$ cat config.mk
export PLATFORM = sky130hd
export DESIGN_NAME = position_tracker_flat
export DESIGN_NICKNAME = d
export VERILOG_FILES = /design/src/rtl/position_tracker_if.sv /design/src/rtl/position_tracker.sv /design/src/flat_wrapper.sv
export SDC_FILE = /design/constraint.sdc
export NUM_CORES = 1
export LEC_CHECK = 0
export BUFFER_PORTS_ARGS = -buffer_cell sky130_fd_sc_hd__buf_2
export CORE_UTILIZATION = 50
export DETAILED_ROUTE_END_ITERATION = 8
export PLACE_DENSITY = 0.74
export SETUP_SLACK_MARGIN = 0.3
export SLEW_MARGIN = 20
export SYNTH_ARGS = -nofsm -noshare
export SYNTH_HDL_FRONTEND = slang
export SYNTH_SLANG_ARGS = --single-unit
$ cat constraint.sdc
create_clock -name clk -period 11.2 [get_ports clk]
set_input_delay 2.24 -clock clk [delete_from_list [all_inputs] [get_ports clk]]
set_output_delay 2.24 -clock clk [all_outputs]
set_load 0.01 [all_outputs]
$ cat src/rtl/position_tracker_if.sv
// Position state bundle shared between the tracker (master) and its consumers.
`ifndef POS_X_BITS
`define POS_X_BITS 16
`endif
`ifndef POS_Y_BITS
`define POS_Y_BITS 16
`endif

interface PositionState_IF #(
    parameter int POS_X_BITS = `POS_X_BITS,
    parameter int POS_Y_BITS = `POS_Y_BITS
);
    logic [POS_X_BITS-1:0] cur_x;
    logic [POS_Y_BITS-1:0] cur_y;
    logic                  is_absolute;

    modport master (output cur_x, output cur_y, output is_absolute);
    modport slave  (input cur_x, input cur_y, input is_absolute);
endinterface

$ cat src/rtl/position_tracker.sv
// Resolves motion/mode commands into single outstanding moves and commits the
// new position once the motor stage reports completion.
`ifndef POS_X_BITS
`define POS_X_BITS 16
`endif
`ifndef POS_Y_BITS
`define POS_Y_BITS 16
`endif

module position_tracker #(
    parameter int POS_X_BITS = `POS_X_BITS,
    parameter int POS_Y_BITS = `POS_Y_BITS
) (
    input  logic                  clk,
    input  logic                  reset,
    input  logic                  cmd_valid,
    output logic                  cmd_ready,
    input  logic [2:0]            cmd_op,
    input  logic [POS_X_BITS-1:0] cmd_x,
    input  logic [POS_Y_BITS-1:0] cmd_y,
    output logic                  move_valid,
    input  logic                  move_ready,
    output logic [POS_X_BITS:0]   move_dx,
    output logic [POS_Y_BITS:0]   move_dy,
    input  logic                  move_done,
    PositionState_IF.master       pos_state
);
    localparam int N = POS_X_BITS;
    localparam int M = POS_Y_BITS;

    localparam logic [1:0] ST_IDLE      = 2'd0;
    localparam logic [1:0] ST_ISSUE     = 2'd1;
    localparam logic [1:0] ST_WAIT_DONE = 2'd2;

    localparam logic [2:0] OP_MOVE    = 3'd0;
    localparam logic [2:0] OP_SET_ABS = 3'd1;
    localparam logic [2:0] OP_SET_REL = 3'd2;
    localparam logic [2:0] OP_SET_POS = 3'd3;
    localparam logic [2:0] OP_HOME    = 3'd4;

    logic [1:0]   state_q, state_d;
    logic         is_abs_q, is_abs_d;
    logic [N-1:0] cur_x_q, cur_x_d, tgt_x_q, tgt_x_d;
    logic [M-1:0] cur_y_q, cur_y_d, tgt_y_q, tgt_y_d;
    logic [N:0]   dx_q, dx_d;
    logic [M:0]   dy_q, dy_d;

    logic signed [N+1:0] rel_x;
    logic signed [M+1:0] rel_y;
    logic [N-1:0] tx;
    logic [M-1:0] ty;
    logic [N:0]   new_dx;
    logic [M:0]   new_dy;

    // Relative sums carry two guard bits so cur + positive offset near the top
    // of range cannot wrap into the negative half before saturation.
    always_comb begin
        rel_x = $signed({2'b00, cur_x_q}) + $signed({{2{cmd_x[N-1]}}, cmd_x});
        rel_y = $signed({2'b00, cur_y_q}) + $signed({{2{cmd_y[M-1]}}, cmd_y});
        if (cmd_op == OP_HOME) begin
            tx = '0;
            ty = '0;
        end else if (is_abs_q) begin
            tx = cmd_x;
            ty = cmd_y;
        end else begin
            if (rel_x < 0)                                tx = '0;
            else if (rel_x > $signed({2'b00, {N{1'b1}}})) tx = '1;
            else                                          tx = rel_x[N-1:0];
            if (rel_y < 0)                                ty = '0;
            else if (rel_y > $signed({2'b00, {M{1'b1}}})) ty = '1;
            else                                          ty = rel_y[M-1:0];
        end
        new_dx = {1'b0, tx} - {1'b0, cur_x_q};
        new_dy = {1'b0, ty} - {1'b0, cur_y_q};
    end

    always_comb begin
        state_d  = state_q;
        is_abs_d = is_abs_q;
        cur_x_d  = cur_x_q;
        cur_y_d  = cur_y_q;
        tgt_x_d  = tgt_x_q;
        tgt_y_d  = tgt_y_q;
        dx_d     = dx_q;
        dy_d     = dy_q;
        case (state_q)
            ST_IDLE: begin
                if (cmd_valid) begin
                    case (cmd_op)
                        OP_MOVE, OP_HOME: begin
                            tgt_x_d = tx;
                            tgt_y_d = ty;
                            dx_d    = new_dx;
                            dy_d    = new_dy;
                            if ((new_dx != '0) || (new_dy != '0)) state_d = ST_ISSUE;
                        end
                        OP_SET_ABS: is_abs_d = 1'b1;
                        OP_SET_REL: is_abs_d = 1'b0;
                        OP_SET_POS: begin
                            cur_x_d = cmd_x;
                            cur_y_d = cmd_y;
                        end
                        default: ;
                    endcase
                end
            end
            ST_ISSUE: begin
                if (move_ready) state_d = ST_WAIT_DONE;
            end
            ST_WAIT_DONE: begin
                if (move_done) begin
                    cur_x_d = tgt_x_q;
                    cur_y_d = tgt_y_q;
                    state_d = ST_IDLE;
                end
            end
            default: state_d = ST_IDLE;
        endcase
    end

    always_ff @(posedge clk or posedge reset) begin
        if (reset) begin
            state_q  <= ST_IDLE;
            is_abs_q <= 1'b1;
            cur_x_q  <= '0;
            cur_y_q  <= '0;
            tgt_x_q  <= '0;
            tgt_y_q  <= '0;
            dx_q     <= '0;
            dy_q     <= '0;
        end else begin
            state_q  <= state_d;
            is_abs_q <= is_abs_d;
            cur_x_q  <= cur_x_d;
            cur_y_q  <= cur_y_d;
            tgt_x_q  <= tgt_x_d;
            tgt_y_q  <= tgt_y_d;
            dx_q     <= dx_d;
            dy_q     <= dy_d;
        end
    end

    assign cmd_ready             = (state_q == ST_IDLE);
    assign move_valid            = (state_q == ST_ISSUE);
    assign move_dx               = dx_q;
    assign move_dy               = dy_q;
    assign pos_state.cur_x       = cur_x_q;
    assign pos_state.cur_y       = cur_y_q;
    assign pos_state.is_absolute = is_abs_q;

endmodule

$ cat src/flat_wrapper.sv
// flat-port wrapper written by rule: the top's interface ports become plain ports
module position_tracker_flat 
#(
    parameter int POS_X_BITS = `POS_X_BITS,
    parameter int POS_Y_BITS = `POS_Y_BITS
)
  (clk, reset, cmd_valid, cmd_ready, cmd_op, cmd_x, cmd_y, move_valid, move_ready, move_dx, move_dy, move_done, pos_state_cur_x, pos_state_cur_y, pos_state_is_absolute);
  PositionState_IF #(.POS_X_BITS(POS_X_BITS), .POS_Y_BITS(POS_Y_BITS)) pos_state_i ();
  input  logic clk;
  input  logic reset;
  input  logic cmd_valid;
  output logic cmd_ready;
  input  logic [2:0] cmd_op;
  input  logic [POS_X_BITS-1:0] cmd_x;
  input  logic [POS_Y_BITS-1:0] cmd_y;
  output logic move_valid;
  input  logic move_ready;
  output logic [POS_X_BITS:0] move_dx;
  output logic [POS_Y_BITS:0] move_dy;
  input  logic move_done;
  output wire logic [$bits(pos_state_i.cur_x)-1:0] pos_state_cur_x;
  output wire logic [$bits(pos_state_i.cur_y)-1:0] pos_state_cur_y;
  output wire logic [$bits(pos_state_i.is_absolute)-1:0] pos_state_is_absolute;
  assign pos_state_cur_x = pos_state_i.cur_x;
  assign pos_state_cur_y = pos_state_i.cur_y;
  assign pos_state_is_absolute = pos_state_i.is_absolute;
  position_tracker #(.POS_X_BITS(POS_X_BITS), .POS_Y_BITS(POS_Y_BITS)) u_core (.clk(clk), .reset(reset), .cmd_valid(cmd_valid), .cmd_ready(cmd_ready), .cmd_op(cmd_op), .cmd_x(cmd_x), .cmd_y(cmd_y), .move_valid(move_valid), .move_ready(move_ready), .move_dx(move_dx), .move_dy(move_dy), .move_done(move_done), .pos_state(pos_state_i));
endmodule
# == After elaboration in Yosys (flattened, before gate mapping) ==
# Index checks and enable logic that the tools add are counted.
# classes
n_addsub,4
mul,0
div,0
n_lt_le_gt_ge,4
n_eq_ne,12
shift,0
mux,23
bitwise_logic,0
reduce_logical,12
# ops
cell,count
two-way mux 16 bit,14
case mux 16 bit (2 select lines),2
adder 17 x 16 -> 18 bit,2
"greater-than comparator 18 x 17 -> 1 bit, second input constant",2
"< comparator 18 x 1 -> 1 bit, second input constant",2
nonzero test 17 bit,2
subtractor 16 x 16 -> 17 bit,2
two-way mux 2 bit,5
"!= test 2 x 1 -> 1 bit, second input constant",4
"equality test 3 x 2 -> 1 bit, second input constant",2
case mux 2 bit (3 select lines),1
AND reduction 3 bit,2
AND reduction 5 bit,1
"!= test 2 bit, second input constant",2
AND reduction 4 bit,1
nonzero test 2 bit,2
"equality test 3 x 1 -> 1 bit, second input constant",1
"equality test 3 bit, second input constant",1
logical NOT 3 bit,1
"equality test 2 x 1 -> 1 bit, second input constant",1
"equality test 2 bit, second input constant",1
logical NOT 2 bit,1
case mux 1 bit (2 select lines),1
OR reduction 2 bit,1
logical OR 1 bit,1
# totals
reg_bits,101
latch_bits,0
ram_bits,0
romBits,0
out_inout_bits,69
elab_cells,63
n_memories,0

# == Logic depth before layout (Yosys ltp) ==
# depth
ltp_word,13
ltp_mapped,24
mapped_depth_nobuf,23

# == Least setup slack after synthesis ==
# OpenSTA, ideal clock, no wires.
# synth_timing
path_kind,input to register
from,in cmd_y[0]
to,reg u_core.state_q[0]
t_arrival_ns,6.891
path_slack_ns,4.180
cell_stages,23
cell_sequence,ha_1 inv_1 fa_1 nand2b_1 a21oi_1 o21ai_0 and2_1 a2111oi_0 o2bb2ai_1 and2_1 nor2_1 a2bb2oi_1 ha_1 fa_1 and4_1 nand2_1 or4_1 a211oi_1 o2111a_1 nor4b_1 nand4_1 nor4b_1 a21oi_1
# synth_via
elab_chain_len,11
word_cells_on_any_way,12
cone_classes,add/sub: 2; order compare: 2; eq/ne: 1; mux: 4; reduce/logical: 3
# synth_lines
item,line,source
"start, declared",flat_wrapper.sv:15,input logic [POS_Y_BITS-1:0] cmd_y;
adder 17 x 16 -> 18 bit,position_tracker.sv:59,"rel_y = $signed({2'b00, cur_y_q}) + $signed({{2{cmd_y[M-1]}}, cmd_y});"
greater-than comparator 18 x 17 -> 1 bit,position_tracker.sv:71,"else if (rel_y > $signed({2'b00, {M{1'b1}}})) ty = '1;"
two-way mux 16 bit,position_tracker.sv:71,
two-way mux 16 bit,position_tracker.sv:70,if (rel_y < 0) ty = '0;
two-way mux 16 bit *,position_tracker.sv:63,end else if (is_abs_q) begin
two-way mux 16 bit *,position_tracker.sv:60,if (cmd_op == OP_HOME) begin
subtractor 16 x 16 -> 17 bit *,position_tracker.sv:75,"new_dy = {1'b0, ty} - {1'b0, cur_y_q};"
nonzero test 17 bit *,position_tracker.sv:96,if ((new_dx != '0) || (new_dy != '0)) state_d = ST_ISSUE;
logical OR 1 bit *,position_tracker.sv:96,
!= test 2 x 1 -> 1 bit (no line) *,--,
AND reduction 5 bit (no line) *,--,
"end signal, assigned",position_tracker.sv:133,state_q <= state_d;
"end, declared",position_tracker.sv:41,"logic [1:0] state_q, state_d;"
# Every way passes the cells marked *; elsewhere a longest branch is shown, timed or not.
# A chain may end at the register's enable or synchronous reset.

# == Final worst setup path ==
# Ends and elaborated chain as after synthesis.

==> results.ini <==
[die]
fp.dieH_um = 128.8
dieWidth_um = 128.8
coreArea_mm2 = 0.01577
initial_core_util_pct = 51.01
rows = 46
die_area_mm2 = 0.01660
io_pins = 109

[timing]
setup_viol = 0
tightest_slew_ns = 0.9344
final_max_slew_viol_count = 0
skew_ns = 0.007174
worst_slack_ns = 3.499
period_needed_ns = 7.701
min_period_over_period_pct = 68.76
max_slew_margin_pct = 36.92
fin_tns_setup_ns = 0
hold_viol = 0
rsz0062_at_grt = false
timing.fmax_ghz = 0.1298
fin_hold_ws_ns = 0.4735

[outcome]
status = complete, no violations

[yosys]
seq_area_frac_synth_pct = 31.44
syn_area_per_cell_um2 = 8.327
synthMuxAreaShare_pct = 6.828
synth.distinct_cells = 70
synthFlopType = dfrtp_1
yosysTopAreaCellShare_pct = 31.11
syn_inst = 966
synth_commonest_cells = nand2_1 (110), a21oi_1 (100), dfrtp_1 (100)
netlist_area_mm2 = 0.008044
async_flop_share_pct = 100.0
synth_xor_area_share_pct = 4.791
ys_seq_elements = 101
synth_compound_area_share_pct = 24.06
ys_warn_count = 0
syn_nets = 1076
synth_top_area_cell = dfrtp_1
synth_top_family_by_area = compound AO/OA/AOI/OAI gates
synth_area_leaders = dfrtp_1 (31%), ha_1 (10%), a21oi_1 (6.2%)
yosysMostFrequentCell = nand2_1
synth_edf_count = 0
synthAdderAreaFrac_pct = 11.26
synth-simple-area-share_pct = 17.50

[clock_tree]
cts_tree = yes
cts_buffer_depth = 2
clock_latency_ns = 0.36
cts_setup_buffers = 0
cts_hold_buf = 0
post_cts_resized = 0
path_clk_slew_ns = 0.07
cts_max_level = 3
cts_buffers = 9
cts_sinks = 101
root_buffer = clkbuf_16

[worst_setup_path]
worst-path-max-fanout = 10
critPathRequiredTime_ns = 11.44
critical_path.cell_chain = buf_2 > ha_1 > inv_1 > fa_1 > nand2b_1 > a21oi_1 > o21ai_0 > and2_1 > a2111oi_0 > o2bb2ai_1 > and2_1 > nor2_1 > a2bb2oi_1 > ha_1 > fa_1 > and4_1 > nand2_1 > or4_1 > a211oi_1 > o2111a_1 > nor4b_1 > nand4_1 > nor4b_1 > a21oi_1
slowest_stage = fa_1
cp-start-kind = input pin
crit_arrival_ns = 7.94
reg2reg_depth = 23
critPathKind = input pin to register
max_stage_delay_ns = 0.50
end_kind = register

[pwr]
leakagePower_nw = 4.336
power.density_mw_per_mm2 = 282.9
p_total_w = 0.002583
ir_drop_mv = 0.1277

[global_route]
grtUsageMet1_pct = 38.16
grtUsageMet3_pct = 3.285
grt_busiest_layer = met2
grt_start_max_net_pins = 69
grt_pass1_wl_um = 35090
antenna_found_initial = 0
met2_usage_pct = 42.77
grt_overflow = 0
track_usage_pct = 27.11
grt_pass1_vias = 6983

[route]
vias = 7522
wl_um = 21570
wire_per_inst_um = 16.85
first_pass_iters = 5
antenna_left = 0
drt_iter0_drc = 667
drc = 0
routed_via_density = 5.877

[placement]
dpl.hpwl_um = 16010
place_ws_ns = 3.232
gp_congestion = 0.9454
port_buffers = 108

[worst_hold_path]
hp-class = register to register
whs_path_depth = 2

[job]
maxCapViolations = 0

[final_layout]
final_core_util_pct = 57.89
drive_above_1_share_pct = 16.17
n_antenna_cell = 0
syn_to_final_growth_pct = 13.50
layout.nets = 1169

## power breakdown
part | internal, W | total [W] | switching [W]
clock | 0.000208 | 0.000355 | 0.000146
combinational | 0.000653 | 0.00157 | 0.000922
sequential | 0.000520 | 0.000654 | 0.000134
total | 0.00138 | 0.00258 | 0.00120
## area by class of cell
type                            count  area (um2)
Fill cell                        1467        6640
Multi-Input combinational cell    779        5209
Sequential cell                   101        2529
Timing Repair Buffer              115       593.1
Tap cell                          216       270.3
Clock buffer                       13       260.3
Inverter                           53       201.4
Clock inverter                      3       67.56
## critical path, delay by kind of cell
| family | cells | cell delay (ns) |
|---|---|---|
| buffers and inverters | 2 | 0.19 |
| AOI/OAI and AO/OA | 8 | 1.93 |
| and+or+nand+nor | 10 | 2.28 |
| adders and majority gates | 4 | 1.32 |
## logic make-up after synthesis
family,after synthesis
buffers and inverters,86
flip-flops,101
AND/OR/NAND/NOR,307
adder cells (fa/ha/maj),70
AO/OA/AOI/OAI,306
multiplexers,52
XOR/XNOR,44
## metal layers
metal | part of all wire (%) | wire length (um) | vias to the layer above
met4 | 2.3 | 505 | 0
li1 | - | - | 3669
met2 | 45 | 9647 | 265
met3 | 5.5 | 1185 | 41
met1 | 47 | 10230 | 3547
met5 | 0 | 0 | -
## registers in the layout, indices dropped and copies added, names as in the netlist
signal,flops
u_core.pos_state.cur_y,16
u_core.move_dx,17
u_core.move_dy,17
u_core.pos_state.is_absolute,1
u_core.pos_state.cur_x,16
u_core.tgt_x_q,16
u_core.state_q,2
u_core.tgt_y_q,16
## final timing paths
path | slack (ns) | startpoint | end
setup / recovery | 3.50 | cmd_y[0] | u_core.state_q[0]
hold / removal | 0.47 | u_core.move_dy[7] | u_core.move_dy[7]
setup reg to reg | 5.05 | u_core.pos_state.cur_y[0] | u_core.state_q[0]
hold reg to reg | 0.47 | u_core.move_dy[7] | u_core.move_dy[7]
max in group asynchronous | 8.12 | reset | u_core.tgt_x_q[8]
min in group asynchronous | 1.88 | reset | u_core.tgt_y_q[0]
## stage by stage
stage               cell area (um2)  std cells
finish                         9130       1280
global route                   9130       1280
CTS                            9130       1280
detailed placement             8802       1264
global placement               8802       1264
floorplan                      8044        966
## placed cells by master (no fill, tap or decap), types with 17 or more instances in the layout
cell and n:
nor3_1 18, a21oi_1 100, ha_1 66, buf_2 108
mux2_2 19, inv_1 52, nand2_1 110, a21o_1 18
o21ai_1 17, dfrtp_1 100, o21ai_0 63, nor2_1 87
mux2i_1 29, xnor2_1 31
No activity file was read; power rests on OpenSTA's default activity.
